`src/rtl/node_feeder.sv`:
```
// node_feeder: buffers one sample vector, walks it into a node term by term,
// then captures the node result and offers it downstream over valid/ready.
module node_feeder #(
    parameter int NUM_INPUTS = 64,
    parameter int DATA_W     = 16,
    parameter int IDX_W      = 7,
    parameter int RES_W      = 16,
    parameter int RESULT_LAT = 2
) (
    input  logic              clk,
    input  logic              rst,
    input  logic              abort,
    input  logic              in_valid,
    output logic              in_ready,
    input  logic [DATA_W-1:0] in_data,
    output logic [IDX_W-1:0]  cnt_val,
    output logic [DATA_W-1:0] data_out,
    output logic              acc_en,
    output logic              acc_first,
    input  logic [RES_W-1:0]  node_result,
    output logic              out_valid,
    input  logic              out_ready,
    output logic [RES_W-1:0]  out_data,
    output logic              busy
);
    localparam int AW = (NUM_INPUTS > 1) ? $clog2(NUM_INPUTS) : 1;
    localparam int DW = (RESULT_LAT > 1) ? $clog2(RESULT_LAT) : 1;
    localparam logic [IDX_W-1:0] LAST_IDX = IDX_W'(NUM_INPUTS - 1);
    localparam logic [DW-1:0]    LAST_DRN = DW'(RESULT_LAT - 1);

    typedef enum logic [1:0] {
        S_LOAD,
        S_RUN,
        S_DRAIN,
        S_DONE
    } state_t;

    state_t            state;
    logic [IDX_W-1:0]  wr_ptr;
    logic [IDX_W-1:0]  cnt;
    logic [DW-1:0]     drn;
    logic [DATA_W-1:0] mem [NUM_INPUTS];
    logic              wr_en;
    logic              running;

    assign running   = (state == S_RUN);
    assign in_ready  = (state == S_LOAD) && !rst;
    assign wr_en     = in_valid && in_ready && !abort;
    assign cnt_val   = running ? cnt : '0;
    assign data_out  = mem[cnt_val[AW-1:0]];
    assign acc_en    = running;
    assign acc_first = running && (cnt == '0);
    assign busy      = running || (state == S_DRAIN);

    // Vector storage is deliberately left out of reset and abort.
    always_ff @(posedge clk) begin
        if (wr_en) begin
            mem[wr_ptr[AW-1:0]] <= in_data;
        end
    end

    always_ff @(posedge clk) begin
        if (rst || abort) begin
            state     <= S_LOAD;
            wr_ptr    <= '0;
            cnt       <= '0;
            drn       <= '0;
            out_valid <= 1'b0;
            out_data  <= '0;
        end else begin
            unique case (state)
                S_LOAD: begin
                    if (wr_en) begin
                        if (wr_ptr == LAST_IDX) begin
                            wr_ptr <= '0;
                            cnt    <= '0;
                            state  <= S_RUN;
                        end else begin
                            wr_ptr <= wr_ptr + IDX_W'(1);
                        end
                    end
                end
                S_RUN: begin
                    if (cnt == LAST_IDX) begin
                        cnt   <= '0;
                        drn   <= '0;
                        state <= S_DRAIN;
                    end else begin
                        cnt <= cnt + IDX_W'(1);
                    end
                end
                S_DRAIN: begin
                    if (drn == LAST_DRN) begin
                        drn       <= '0;
                        out_data  <= node_result;
                        out_valid <= 1'b1;
                        state     <= S_DONE;
                    end else begin
                        drn <= drn + DW'(1);
                    end
                end
                S_DONE: begin
                    if (out_valid && out_ready) begin
                        out_valid <= 1'b0;
                        state     <= S_LOAD;
                    end
                end
                default: state <= S_LOAD;
            endcase
        end
    end

endmodule
```
`config.mk`:
```
export PLATFORM = sky130hd
export DESIGN_NAME = node_feeder
export DESIGN_NICKNAME = d
export VERILOG_FILES = /design/src/rtl/node_feeder.sv
export SDC_FILE = /design/constraint.sdc
export NUM_CORES = 1
export LEC_CHECK = 0
export BUFFER_PORTS_ARGS = -buffer_cell sky130_fd_sc_hd__buf_2
export CORE_ASPECT_RATIO = 0.7
export CORE_MARGIN = 2
export CORE_UTILIZATION = 60
export DETAILED_ROUTE_END_ITERATION = 10
export PLACE_DENSITY = 0.77
export SLEW_MARGIN = 40
export SYNTH_ARGS = -nofsm -noshare
export SYNTH_HDL_FRONTEND = slang
export SYNTH_SLANG_ARGS = --single-unit
```
`constraint.sdc`:
```
create_clock -name clk -period 3.5 [get_ports clk]
set_clock_uncertainty 0.2 [all_clocks]
set_input_delay 0.7 -clock clk [delete_from_list [all_inputs] [get_ports clk]]
set_output_delay 0.7 -clock clk [all_outputs]
set_load 0.02 [all_outputs]
```
* Yosys cells after proc, flatten, opt, wreduce, memory -nomap -nowiden *
Memory sizes are Yosys's and may differ from the RTL's.
Index checks and enable logic that the tools add are counted.

storage, ports and cells
  bits in registers = 34
  memory bits (writable) = 1024
  input bits = 37
  output and inout bits = 44
  word-level logic and storage cells = 60
  memories kept = 1

memories
  name  words  width  read ports  clocked after memory_dff  write ports  RTL line  source
  mem   64     16     1           0                         1            42        logic [DATA_W-1:0] mem [NUM_INPUTS];

cells by class
  $add $sub $neg = 3
  eq/ne operators = 10
  mux-type cells = 20
  reductions and logical operators = 20

operators with widths
  kind                                                                    count
  7-bit 2-to-1 mux                                                        5
  7-bit by 1-bit adder with 7-bit output (second input constant)          2
  7-bit by 6-bit equality test with 1-bit output (second input constant)  2
  7-bit case mux with 2 select lines                                      1
  2-bit 2-to-1 mux                                                        5
  2-bit case mux with 4 select lines                                      1
  7-bit zero test                                                         1
  1-bit 2-to-1 mux                                                        6
  2-bit != test (second input constant)                                   3
  2-bit AND reduction                                                     3
  3-bit AND reduction                                                     2
  2-bit nonzero test                                                      3
  1-bit logical AND                                                       5
  5-bit AND reduction                                                     1
  2-bit equality test (second input constant)                             2
  2-bit by 1-bit != test with 1-bit output (second input constant)        2
  1-bit case mux with 2 select lines                                      2
  2-bit by 1-bit equality test with 1-bit output (second input constant)  1
  1-bit zero test                                                         2
  2-bit zero test                                                         1
  1-bit logical OR                                                        2
  1-bit adder (second input constant)                                     1

* Logic depth before layout (Yosys ltp) *
  depth after elaboration = 6
  gate-level depth with buffers = 10
  mapped depth without buffers = 8

* Worst setup path before layout *
No wires, ideal clock.

  kind = register -> output
  start = register state[1]
  end = output data_out[10]
  arrival time = 2.359 ns
  required time = 2.600 ns
  setup slack = 0.241 ns
  cell stages (with the launch flop) = 10
  path buffers = 3
  cells stage by stage = dfxtp_1 -> inv_1 -> ha_1 -> buf_4 -> buf_4 -> nand2_1 -> inv_1 -> buf_2 -> o21ai_0 -> o32ai_1

between the ends
  longest elaborated chain between the ends = 3

RTL lines
  element                                         RTL line  source
  from (decl)                                     38        state_t state;
  from (signal assigned)                          64        state <= S_LOAD;
  from (signal assigned)                          77        state <= S_RUN;
  from (signal assigned)                          87        state <= S_DRAIN;
  2-bit by 1-bit equality test with 1-bit output  46        assign running = (state == S_RUN);
  net acc_en                                      18        output logic acc_en,
  7-bit 2-to-1 mux                                49        assign cnt_val = running ? cnt : '0;
  net cnt_val[5]                                  16        output logic [IDX_W-1:0] cnt_val,
  memory 64 x 16 bit                              -
  to (decl)                                       17        output logic [DATA_W-1:0] data_out,

The timed path passes the listed nets, and every way through them passes these cells.

* Worst setup path in the final report *
  start = register cnt[2]
  end = output data_out[8]

between the ends
  longest elaborated chain between the ends = 2

RTL lines
  element                 RTL line  source
  from (decl)             40        logic [IDX_W-1:0] cnt;
  from (signal assigned)  89        cnt <= cnt + IDX_W'(1);
  7-bit 2-to-1 mux        49
  memory 64 x 16 bit      -

Every way passes these cells.

==> qor.txt <==
status = finished, violations left
failing checks = negative setup slack
total wire length = 135,000 microns
Mapped Area = 41,900 sq um
Slew @ Worst Pin = 0.884 ns
worst vdd ir = 0.487 mV
RSZ-0062 raised after global routing = true
Leak Pwr = 0.0164 uW
final-layout fill cell count = 3,726
final setup margin = -0.647 ns
CTS max path bufs = 3
die width = 320 microns
post-synth top area cell = edfxtp_1
top sig layer = met4
Max-slew headroom = 40.9%
Top Ports = 81
Final TNS setup = -8.50 ns
Num CTS Buffers = 95
Starting Density = 60.3%
Crit path max-delay family = compound AO/OA/AOI/OAI gates
Final ANT Viol Nets = 0
Worst EP required = 2.60 ns
first-pass GRT wire length = 184,000 microns
Reg clk slew, reported paths = 0.06 ns
pre-CTS setup slack = -0.346 ns
min Tclk post-route = 4.15 ns
max-cap violations = 0
worst-path cell chain = buf_12, and2_2, bufbuf_16, a22oi_1, a31oi_1, buf_4, o21ai_1, o32ai_4, buf_6
FFs w/ async S/R, synth = 0%
critical setup path kind = flop to output port
Internal = 19,900 uW
top cell type's share of synthesized area = 73.3%
RePlAce Congestion = 0.949
Overall Global Routing Usage = 35.5%
Netlist cell types = 59
metal1 wirelength = 45,500 microns
grt ovf = 0
Yosys warning count = 0
Seq/Total Area, Yosys = 75.0%
H-Tree Depth = 3
combinational power share = 1.7%
Buffers on Ports = 80
Final #Nets = 3,033
clock tree from TritonCTS = yes
vias in the first global route = 27,100
final hold violation count = 0
Pins Over Slew Limit = 0
area grow syn2layout = 22.6%
Flop pwr share = 55.7%
antenna violations before repair = 1
Root Driver = clkbuf_16
NetSw = 5060 uW
CORE AREA = 69,500 sq um
Worst path max stage delay = 0.48 ns
Top FF cell, synth = edfxtp_1
met3 WL = 23,900 microns
Cell Pwr Density = 485 nW/um^2
DP HPWL = 72,600 microns
crit share post-route = 118%
worst-path cell with the longest stage delay = o21ai_1
DRC Markers = 0
Min Hold Slack = 0.0549 ns
Critical Path Sink Type = output port
Rows = 81
switch share = 20.3%
wire length on met2 = 58,600 microns
critical path fanouts, max = 16
vias per inst = 7.24
1st-iter DRT viols = 5,715
achievable frequency = 0.241 GHz
Arr. time, crit path = 3.25 ns
share of layout cells above drive strength 1 = 28.1%
ranking of synthesized cells by area = edfxtp_1 (73%), mux2i_1 (3.1%), a211oi_1 (1.7%)
DR vias = 28,800
#FFs+latches synth = 1,058
hold crit path type = primary input to flop
largest net degree at the start of global routing = 65
Finished Core Util = 73.9%
drt pass-1 iters = 6
CP startpoint kind = flop
WP buf/inv = 4
hold-fix buffer count after cts = 0
Mapped Nets = 2,665
Post-synth EDFFs = 1,024
clock sinks = 1,058
Clk pwr share = 42.7%
wire per inst = 34.0 microns
chip height = 225 microns
# setup viols final = 16
worst skew pair latency = 0.68 ns
Die ar. = 72,100 sq um
Synth Instances = 2,620
n_diodes = 0
syn_area_per_cell = 16.0 sq um
## tightest hold or removal path, cell delays in order
cell and delay, ns:
buf_2 0.09, nand2_1 0.05, a21oi_1 0.05
## path summary, 6_finish.rpt
path / startpoint / end / slack, ns / depth (start not counted)
setup / recovery: cnt[2] / data_out[8] / -0.65 / 9
hold reg to reg: wr_ptr[6] / wr_ptr[6] / 0.25 / 1
setup reg to reg: state[0] / mem[52][0] / 0.13 / 8
hold / removal: node_result[6] / out_data[6] / 0.05 / 3
## routing by layer
metal	GRT usage [%]	up-vias
met1	48.5	13900
met5	0	-
li1	-	11300
met4	12.9	0
met3	13.6	609
met2	52.3	2970
## final cells by class
type / count / area (sq um) / share of cell area, %
clock inverters: 56 / 571 / 1.11
well taps: 913 / 1140 / 2.22
flip-flops and latches: 1058 / 31400 / 61.2
multi-input cells: 1356 / 11000 / 21.4
clock buffers: 119 / 2540 / 4.94
inverters: 11 / 60.1 / 0.117
repair buffers: 466 / 4660 / 9.06
## state kept, by name, indices dropped and copies added, names as in the netlist
signal     count
state          2
wr_ptr         7
out_data      16
mem         1024
drn            1
out_valid      1
cnt            7
## repair_timing
item / CTS / global route
pin swaps: 72 / 54
gates cloned: 14 / 6
setup buffers: 18 / 25
endpoints found under the setup margin: 16 / 16
gates resized for setup: 261 / 82
## cell usage in the layout (no fill, tap or decap), types with 17 or more instances in the layout
cell       netlist  routed
o22ai_1         96      87
or2_2           20      19
a211oi_2         0      37
buf_12           0      57
nand2_1        108     106
o31ai_1         33      24
o21ai_1         13      33
nor2_1         150     146
dfxtp_1         34      30
a22oi_1         65      65
nor2b_1         38      36
buf_2           84      57
clkinv_1         1      25
mux2i_1        129     129
buf_4           27     298
o21ai_0        121      95
o32ai_4          0      31
nand2b_1        18      17
a21oi_1         70      60
nand3b_1        54      54
mux2_2          32      32
clkbuf_16        0     103
o32ai_2          1      17
buf_6            9      28
edfxtp_1      1024    1024
o221ai_1        48      47
clkbuf_1        66      19
o32ai_1         64      17
a211oi_1        97      56
a31oi_1         33      29
## synth_stat cells, drive strengths merged, types with 3 or more instances
library cell,instances
a31oi,33
mux2,32
clkbuf,67
nor3,4
dfxtp,34
a21oi,70
o22ai,96
or2,20
o221a,16
nand3,8
a211oi,97
mux2i,129
a22oi,65
ha,8
o211ai,16
o311ai,32
o31ai,34
nor2b,39
o32ai,65
mux4,16
o221ai,48
a21o,16
o21ai,134
xor2,5
nand2b,19
or3,3
nor2,152
edfxtp,1024
o22a,16
and2,6
nand3b,54
inv,10
buf,128
xnor2,3
nand2,110
## per-stage QoR
stage | total power [uW] | std cells | cell area, sq um
after floorplan | 14200 | 2620 | 41900
after global placement | 14500 | 3748 | 45500
after detailed placement | 14500 | 3748 | 45500
after CTS | 24800 | 3953 | 50600
after global routing | 25300 | 3979 | 51400
final | 24900 | 3979 | 51400
## logic make-up (layout without fill, tap and decap cells)
kind of cell    Yosys count  in the layout  share of synthesized area [%]
compound gates          739            739                           12.3
xor+xnor                  8              8                          0.167
fa+ha+maj                 8              8                          0.239
buf+inv                 206            652                           2.55
flops                  1058           1058                           75.0
mux                     177            177                           4.80
simple gates            424            424                           5.00
## power groups by stage
| stage | Combinational (uW) | Sequential (uW) | Clock, uW |
|---|---|---|---|
| floorplan | 38.1 | 14200 | 0 |
| global placement | 339 | 14200 | 0 |
| detailed placement | 359 | 14200 | 0 |
| CTS | 379 | 13900 | 10500 |
| global route | 416 | 13900 | 11100 |
| finish | 412 | 13900 | 10600 |
(Power assumes the default switching activity.)
